===== config.mk =====
export PLATFORM = sky130hd
export DESIGN_NAME = frame_fade_scanner_flat
export DESIGN_NICKNAME = d
export VERILOG_FILES = /design/src/rtl/frame_fade_scanner_if.sv /design/src/rtl/frame_fade_scanner.sv /design/src/flat_wrapper.sv
export SDC_FILE = /design/constraint.sdc
export NUM_CORES = 1
export LEC_CHECK = 0
export BUFFER_PORTS_ARGS = -buffer_cell sky130_fd_sc_hd__buf_2
export CORE_UTILIZATION = 31
export CTS_CLUSTER_DIAMETER = 80
export DETAILED_ROUTE_END_ITERATION = 6
export PLACE_DENSITY = 0.46
export SLEW_MARGIN = 30
export SYNTH_ARGS = -nofsm -noshare
export SYNTH_HDL_FRONTEND = slang
export SYNTH_SLANG_ARGS = --single-unit

===== constraint.sdc =====
create_clock -name clk -period 6.98 [get_ports clk]
set_clock_uncertainty 0.2 [all_clocks]
set_input_delay 1.047 -clock clk [delete_from_list [all_inputs] [get_ports clk]]
set_output_delay 1.047 -clock clk [all_outputs]
set_load 0.01 [all_outputs]

===== src/rtl/frame_fade_scanner_if.sv =====
// Display-side bundle between the cell array / top level and frame_fade_scanner.
// The master drives enable, generation strobe and live cells; the slave returns scan row and PWM cells.
interface frame_fade_scanner_if #(
    parameter int N  = 8,
    parameter int XW = $clog2(N) + 1
);
    logic             ena;
    logic             step;
    logic [N*N-1:0]   cells_in;
    logic [XW-1:0]    x;
    logic [N*N-1:0]   cells_out;
    logic             frame_drop;

    modport master (
        output ena,
        output step,
        output cells_in,
        input  x,
        input  cells_out,
        input  frame_drop
    );

    modport slave (
        input  ena,
        input  step,
        input  cells_in,
        output x,
        output cells_out,
        output frame_drop
    );
endinterface


===== src/rtl/frame_fade_scanner.sv =====
// Tear-free frame buffer, row scanner and per-cell fade PWM feeding led_array_driver.
// Generations are captured one cycle after step and only become visible at frame boundaries.
module frame_fade_scanner #(
    parameter int N          = 8,
    parameter int DWELL_BITS = 12,
    parameter int XW         = $clog2(N) + 1
) (
    input logic                  clk,
    input logic                  rst,
    frame_fade_scanner_if.slave  bus
);
    localparam int CELLS = N * N;

    logic [DWELL_BITS-1:0]    dc_q, dc_d;
    logic [XW-1:0]            x_q, x_d;
    logic                     step_dly_q, step_dly_d;
    logic [CELLS-1:0]         shadow_q, shadow_d;
    logic                     pending_q, pending_d;
    logic [CELLS-1:0][1:0]    ghost_q, ghost_d;
    logic [CELLS-1:0]         cells_out_q, cells_out_d;
    logic                     frame_drop_q, frame_drop_d;

    logic                     wrap;
    logic                     boundary;
    logic                     advance;
    logic [1:0]               phase;

    // Slots lit per row dwell for a given fade level: alive=4, then 2, 1, off.
    function automatic logic [2:0] duty(input logic [1:0] g);
        logic [2:0] d;
        case (g)
            2'd3:    d = 3'd4;
            2'd2:    d = 3'd2;
            2'd1:    d = 3'd1;
            default: d = 3'd0;
        endcase
        return d;
    endfunction

    function automatic logic [1:0] sat_dec(input logic [1:0] g);
        return (g == 2'd0) ? 2'd0 : g - 2'd1;
    endfunction

    always_comb begin
        wrap         = (dc_q == '1);
        boundary     = wrap && (x_q == XW'(N - 1));
        advance      = boundary && pending_q;
        phase        = dc_q[DWELL_BITS-1 -: 2];

        dc_d         = dc_q + DWELL_BITS'(1);
        x_d          = x_q;
        if (wrap) begin
            x_d = (x_q == XW'(N - 1)) ? '0 : x_q + XW'(1);
        end

        step_dly_d   = bus.step;
        shadow_d     = shadow_q;
        pending_d    = pending_q;
        ghost_d      = ghost_q;

        if (advance) begin
            for (int unsigned k = 0; k < CELLS; k++) begin
                ghost_d[k] = shadow_q[k] ? 2'd3 : sat_dec(ghost_q[k]);
            end
            pending_d = 1'b0;
        end

        // A capture coinciding with the boundary re-arms pending after the old shadow is consumed.
        if (step_dly_q) begin
            shadow_d  = bus.cells_in;
            pending_d = 1'b1;
        end

        frame_drop_d = step_dly_q && pending_q && !advance;

        for (int unsigned k = 0; k < CELLS; k++) begin
            cells_out_d[k] = bus.ena && ({1'b0, phase} < duty(ghost_q[k]));
        end
    end

    always_ff @(posedge clk) begin
        if (rst) begin
            dc_q         <= '0;
            x_q          <= '0;
            step_dly_q   <= 1'b0;
            shadow_q     <= '0;
            pending_q    <= 1'b0;
            ghost_q      <= '0;
            cells_out_q  <= '0;
            frame_drop_q <= 1'b0;
        end else begin
            dc_q         <= dc_d;
            x_q          <= x_d;
            step_dly_q   <= step_dly_d;
            shadow_q     <= shadow_d;
            pending_q    <= pending_d;
            ghost_q      <= ghost_d;
            cells_out_q  <= cells_out_d;
            frame_drop_q <= frame_drop_d;
        end
    end

    assign bus.x          = x_q;
    assign bus.cells_out  = cells_out_q;
    assign bus.frame_drop = frame_drop_q;
endmodule

===== src/flat_wrapper.sv =====
// flat-port wrapper written by rule: the top's interface ports become plain ports
module frame_fade_scanner_flat 
#(
    parameter int N          = 8,
    parameter int DWELL_BITS = 12,
    parameter int XW         = $clog2(N) + 1
)
  (clk, rst, bus_ena, bus_step, bus_cells_in, bus_x, bus_cells_out, bus_frame_drop);
  frame_fade_scanner_if #(.N(N), .XW(XW)) bus_i ();
  input logic clk;
  input logic rst;
  input wire logic [$bits(bus_i.ena)-1:0] bus_ena;
  input wire logic [$bits(bus_i.step)-1:0] bus_step;
  input wire logic [$bits(bus_i.cells_in)-1:0] bus_cells_in;
  output wire logic [$bits(bus_i.x)-1:0] bus_x;
  output wire logic [$bits(bus_i.cells_out)-1:0] bus_cells_out;
  output wire logic [$bits(bus_i.frame_drop)-1:0] bus_frame_drop;
  assign bus_i.ena = bus_ena;
  assign bus_i.step = bus_step;
  assign bus_i.cells_in = bus_cells_in;
  assign bus_x = bus_i.x;
  assign bus_cells_out = bus_i.cells_out;
  assign bus_frame_drop = bus_i.frame_drop;
  frame_fade_scanner #(.N(N), .DWELL_BITS(DWELL_BITS), .XW(XW)) u_core (.clk(clk), .rst(rst), .bus(bus_i));
endmodule

==> summary.txt, run 1 <==
Outcome
  – Run status: complete, no violations

Die
  – Core area: 0.04308 mm²
  – Chip height: 210.8 µm
  – # rows: 76
  – Initial Util: 31.38%
  – Io pins: 137
  – Die Width: 210.8 µm
  – Die area: 0.04444 mm²

Yosys
  – Seq/Total Area, Yosys: 40.73%
  – Top cell type's share of synthesized area: 40.73%
  – Cell taking the most area after synthesis: dfxtp_1
  – Post-synth ARST share: 0%
  – Cells after Synth: 1473
  – Syn_nets: 1600
  – Yosys warning count: 0
  – Cell Area, Synth: 0.01352 mm²
  – Syn Area/Cell: 9.175 µm²
  – Distinct cells, synth: 35
  – Post-synth EDFFs: 0
  – Main synth FF type: dfxtp_1
  – Synth area leaders: dfxtp_1 41%, nand2b_1 6.7%, ha_1 5.5%, mux2_4 5.4%, mux2i_1 5.3%
  – Flops & latches, synth: 275

Critical path
  – Worst path max stage delay: 740 ps
  – R2R Path Start: u_core.bus.x[0]
  – Critical Path Start Type: flop
  – CP Depth: 6
  – FF-to-FF setup slack: 3690 ps
  – Critical Path Source: u_core.bus.x[0]
  – Cells along the critical path: ha_1, nand4b_1, buf_4, or4_4, buf_4, mux2_2
  – Worst setup EP type: flop
  – R2R Path End: u_core.ghost_q[8]
  – Critical-path top delay cell: buf_4
  – Worst-path maximum fanout: 65
  – Family with the most delay on the worst path: buffers and inverters
  – Most used cell, CP: buf_4
  – Crit path buf inv count: 2
  – Worst-case reg-to-reg path depth: 6
  – CP required: 7190 ps
  – CP Class: flop to flop
  – Critical path data arrival time: 3510 ps

Worst hold path
  – Hold path depth: 1
  – Worst hold path type: flop to flop
  – Worst Hold End: u_core.dc_q[0]
  – Worst Hold Launch: u_core.dc_q[0]

Timing
  – Final min period: 3291 ps
  – Fmax: 0.3038 GHz
  – Setup TNS: 0 ps
  – Crit share post-route: 47.15%
  – RSZ-0062 raised after global routing: false
  – Hold Slack: 260.6 ps
  – Rel. slew slack: 36.76%
  – Hold Violations, Final: 0
  – Slew Viols, Final: 0
  – Setup violations, final: 0
  – Worst-Margin Slew: 948.5 ps

Clock tree
  – Postcts setup bufs: 0
  – Depth of the CTS H-tree: 2
  – Skew-Pair Late Insertion Delay: 530 ps
  – Root Buffer: clkbuf_16
  – Clk buf depth: 3
  – Hold_buf cts: 0
  – Num CTS Buffers: 35
  – Reg clk slew, reported paths: 60 ps
  – CTS resizes: 0
  – Clock sink count: 275
  – CTS tree: yes

Cells and area
  – Finished Cell Area: 0.01578 mm²
  – Layout area overhead: 16.74%
  – Commonest cells after routing, fill and taps aside: 270 x dfxtp_1, 185 x nor2_1, 144 x nand2b_1
  – Layout Utilization: 36.63%
  – Share of cells above drive strength 1: 17.34%
  – Commonest non-fill, non-tap cell in the layout: dfxtp_1
  – Nets: 1664
  – Final Non-Filler Cells: 2148
  – Diode count: 0

Drt
  – Remaining antenna violation count: 0
  – DRT iter0 DRCs: 503
  – Number of remaining DRC errors: 0
  – Final wirelength: 34940 µm
  – Via density: 4.945
  – Total number of vias: 10620
  – DRT Pass-1 Iters: 5
  – DR WL/cell: 16.27 µm

Place
  – Dpl cells: 2085
  – Port-buffer cells: 136
  – DP Wirelength: 19750 µm
  – Area after DPL: 0.01455 mm²
  – Placer's final routability congestion estimate: 0.7044

Pwr
  – VDD IR max: 0.1219 mV
  – PwrDens: 231.6 mW/mm²
  – LEAKAGE: 0.005888 µW

Global routing
  – GRT overflow: 0
  – Initial antenna violation count: 0
  – First-pass GRT wire length: 55780 µm
  – All-Layer GR Usage: 15.63%
  – Largest net degree at the start of global routing: 216
  – Number of global-route vias before repair: 10340

Job
  – Max_cap viols: 0
[synth_stat cells, drive strengths merged (2+ instances only)]
cell type,number
inv,68
nand4b,65
o21ai,11
or3,4
nand3,5
clkbuf,87
nor3,3
or4,4
nor2b,62
buf,31
nor4,66
mux2i,72
dfxtp,275
mux2,60
xnor2,2
ha,59
nand4,4
o32ai,64
o31ai,3
nor2,185
nand2,2
nand2b,145
o21bai,57
a21oi,128
a21o,7
[worst register-to-register path: stages, from the launching register on]
cell      delay [ps]
dfxtp_1          340
ha_1             240
nand4b_1         110
buf_4            680
or4_4            430
buf_4            740
mux2_2           450
[stage by stage]
| step | setup WS [ps] | power (µW) |
|---|---|---|
| global route | 3538 | 3798 |
| CTS | 3670 | 3727 |
| finish | 3689 | 3655 |
| detailed placement | 3678 | 1768 |
| floorplan | 3788 | 1722 |
| global placement | 3688 | 1767 |
[state kept, by name (all words and copies together), names as in the netlist]
name                   flops
u_core.bus.cells_out      64
u_core.step_dly_q          1
u_core.pending_q           1
u_core.ghost_q           128
u_core.dc_q               12
u_core.shadow_q           64
u_core.bus.x               4
u_core.bus.frame_drop      1
[metal layers]
metal	track usage, %	vias to the layer above	routed length [µm]
met5	0	-	0
met4	5.672	0	772
met3	2.572	49	1284
met2	25.61	187	15880
met1	20.64	5028	17010
li1	-	5357	-
[kinds of logic (layout without fill, tap and decap cells)]
| group | after synthesis | after routing | synth area share, % |
|---|---|---|---|
| and+or+nand+nor | 546 | 546 | 23.07 |
| DFF | 275 | 275 | 40.73 |
| AOI/OAI and AO/OA | 272 | 272 | 13.14 |
| buffers and inverters | 186 | 276 | 5.712 |
| muxes | 132 | 132 | 11.69 |
| adders and majority gates | 59 | 59 | 5.462 |
| xor gates and xnor gates | 3 | 3 | 0.1944 |
[layout make-up]
class                           count  area (µm²)
Clock buffer                       51        1069
Timing Repair Buffer              145       783.3
Fill cell                        4409       27300
Multi-Input combinational cell   1012        7254
Tap cell                          585       732.0
Clock inverter                     12       160.2
Sequential cell                   275        5524
Inverter                           68       255.2
[worst max-delay path by stage]
stage | to | slack, ps
finish | u_core.ghost_q[8] | 3690
global route | u_core.ghost_q[8] | 3540
CTS | u_core.ghost_q[14] | 3670
detailed placement | u_core.ghost_q[8] | 3680
global placement | u_core.ghost_q[8] | 3690
floorplan | u_core.ghost_q[16] | 3790
[power breakdown]
group          internal (µW)  leakage (µW)  total, µW  switching, µW
Combinational           50.5       0.00305        125           74.4
Sequential              1590       0.00223       1610           17.2
Clock                   1210      0.000614       1920            716
Total                   2850       0.00589       3650            808
(Power assumes the default switching activity.)
==> run 2: changes to the inputs <==
Clock period 6.98 ns to 3.3 ns, I/O delays scaled along.
==> summary.txt, run 2 (synthesis results as in run 1) <==
Outcome
  – Run status: finished, violations left
  – Violated checks: design-rule violations

Global routing
  – GR met2 Demand/Resource: 26.57% (+0.97 points)
  – First-pass GRT wire length: 57980 µm (+3.9%)
  – Met1 Use GR: 21.90% (+1.3 points)
  – Initial antenna violation count: 1 (+1)
  – Met3 Resource Use GR: 3.137% (+0.56 points)
  – GRT overflow: 0 (unchanged)
  – All-Layer GR Usage: 16.27% (+0.64 points)
  – Largest net degree at the start of global routing: 135 (-38%)
  – Busiest grt layer: met2
  – Number of global-route vias before repair: 10730 (+3.7%)

Cells and area
  – Share of cells above drive strength 1: 16.86% (-0.48 points)
  – Filler instances: 4342 (-1.5%)
  – Layout area overhead: 21.71%
  – Largest register FFs: 128 (unchanged)
  – Biggest register: u_core.ghost_q
  – Final Non-Filler Cells: 2217 (+3.2%)
  – Nets: 1733 (+4.1%)
  – Commonest non-fill, non-tap cell in the layout: dfxtp_1
  – Commonest cells after routing, fill and taps aside: 270 x dfxtp_1, 185 x nor2_1, 144 x nand2b_1

Timing
  – Crit share post-route: 75.44% (+28 points)
  – Setup TNS: 0 ps (unchanged)
  – Final min period: 2489 ps (-801.7 ps)
  – Fmax: 0.4017 GHz (+32%)
  – Worst-Margin Slew: 928.5 ps (-20.05 ps)
  – RSZ-0062 raised after global routing: false
  – Slew Viols, Final: 0 (unchanged)
  – Hold Violations, Final: 0 (unchanged)
  – Setup violations, final: 0 (unchanged)
  – Rel. slew slack: 38.10% (+1.3 points)

Clock tree
  – CTS resizes: 0 (unchanged)
  – Clk buf depth: 3 (unchanged)
  – Reg clk slew, reported paths: 50 ps (about the same)
  – CTS tree: yes
  – Root Buffer: clkbuf_16
  – Clock sink count: 275 (unchanged)
  – Skew-Pair Late Insertion Delay: 540 ps (about the same)
  – Depth of the CTS H-tree: 2 (unchanged)
  – Num CTS Buffers: 36 (+2.9%)

Drt
  – DRT Pass-1 Iters: 6 (+1)
  – DR WL/cell: 16.26 µm (about the same)
  – Number of remaining DRC errors: 1 (+1)
  – Final wirelength: 36060 µm (+3.2%)
  – DRT iter0 DRCs: 578 (+15%)
  – Remaining antenna violation count: 0 (unchanged)
  – Total number of vias: 10920 (+2.8%)
  – Via density: 4.924 (-0.42%)

Critical path
  – Critical Path Start Type: flop
  – Worst-path maximum fanout: 54 (-17%)
  – CP required: 3510 ps (-3680 ps)
  – Critical Path Source: u_core.dc_q[11]
  – R2R Path Start: u_core.dc_q[11]
  – Worst setup EP type: flop
  – Critical path data arrival time: 2700 ps (-810 ps)
  – CP Class: flop to flop

Pwr
  – LEAKAGE: 0.006173 µW (+4.8%)
  – PwrDens: 461.2 mW/mm² (+99%)
  – VDD IR max: 0.2669 mV (+120%)

Die
  – Die area: 0.04444 mm² (unchanged)
  – Chip height: 210.8 µm (unchanged)
  – Core area: 0.04308 mm² (unchanged)
  – Initial Util: 31.38% (unchanged)
  – # rows: 76 (unchanged)
  – Io pins: 137 (unchanged)
  – Die Width: 210.8 µm (unchanged)

Place
  – DP Wirelength: 20130 µm (+1.9%)
  – Port-buffer cells: 136 (unchanged)
  – Dpl cells: 2091 (+0.29%)
  – Placer's final routability congestion estimate: 0.6969 (-1.1%)

Worst hold path
  – Worst Hold Launch: bus_cells_in[53]
  – Worst hold path type: primary input to flop

Job
  – Max_cap viols: 0 (unchanged)
-- run 2: cell type report --
class                      count  area [µm²]  share of cell area, %
timing repair buffer         213        1515                  9.211
sequential                   275        5524                  33.58
clock buffer                  51        1049                  6.374
tap                          585       732.0                  4.450
inverter                      68       255.2                  1.552
antenna                        1       2.502                0.01521
multi-input combinational   1012        7254                  44.10
clock inverter                12       117.6                 0.7150
-- run 2: worst paths after layout --
path | slack (ps) | endpoint | cells past startpoint
setup / recovery | 810 | u_core.ghost_q[52] | 4
hold / removal | 20 | u_core.shadow_q[53] | 3
hold reg to reg | 260 | u_core.dc_q[0] | 1
setup reg to reg | 810 | u_core.ghost_q[52] | 4
-- run 2: worst max-delay path: stages (launching register included) --
cell and delay [ps]:
dfxtp_4 640, nand4_4 140, or4_4 710, buf_12 300, mux2_4 330
-- run 2: per-stage QoR --
step	total power, µW	worst slack [ps]	area, µm²	hold WS [ps]	util [%]
after global routing	7928	705.7	16450	9.584	38.19
after detailed placement	3750	786.3	14660	252.1	34.02
after CTS	7753	770.9	16440	1.739	38.17
final	7586	810.6	16450	22.19	38.19
after global placement	3748	779.3	14660	243.0	34.02
after floorplan	3642	108.2	13520	230.0	-
-- run 2: what timing repair did --
action / CTS / global route
buffers inserted: 0 / 0
hold buffers: 62 / 0
hold endpoints to repair: 62 / 0
-- run 2: where the power goes --
group	total [µW]	switching, µW	internal [µW]	leakage, µW
registers	3400	38.8	3360	0.00223
logic	331	169	162	0.00336
clock network	3860	1490	2370	0.000583
total	7590	1700	5890	0.00617
-- run 2: metal layers --
metal | vias up | part of all wire (%)
met2 | 180 | 45
li1 | 5486 | -
met5 | - | 0
met4 | 0 | 1.8
met1 | 5202 | 49
met3 | 48 | 4.0
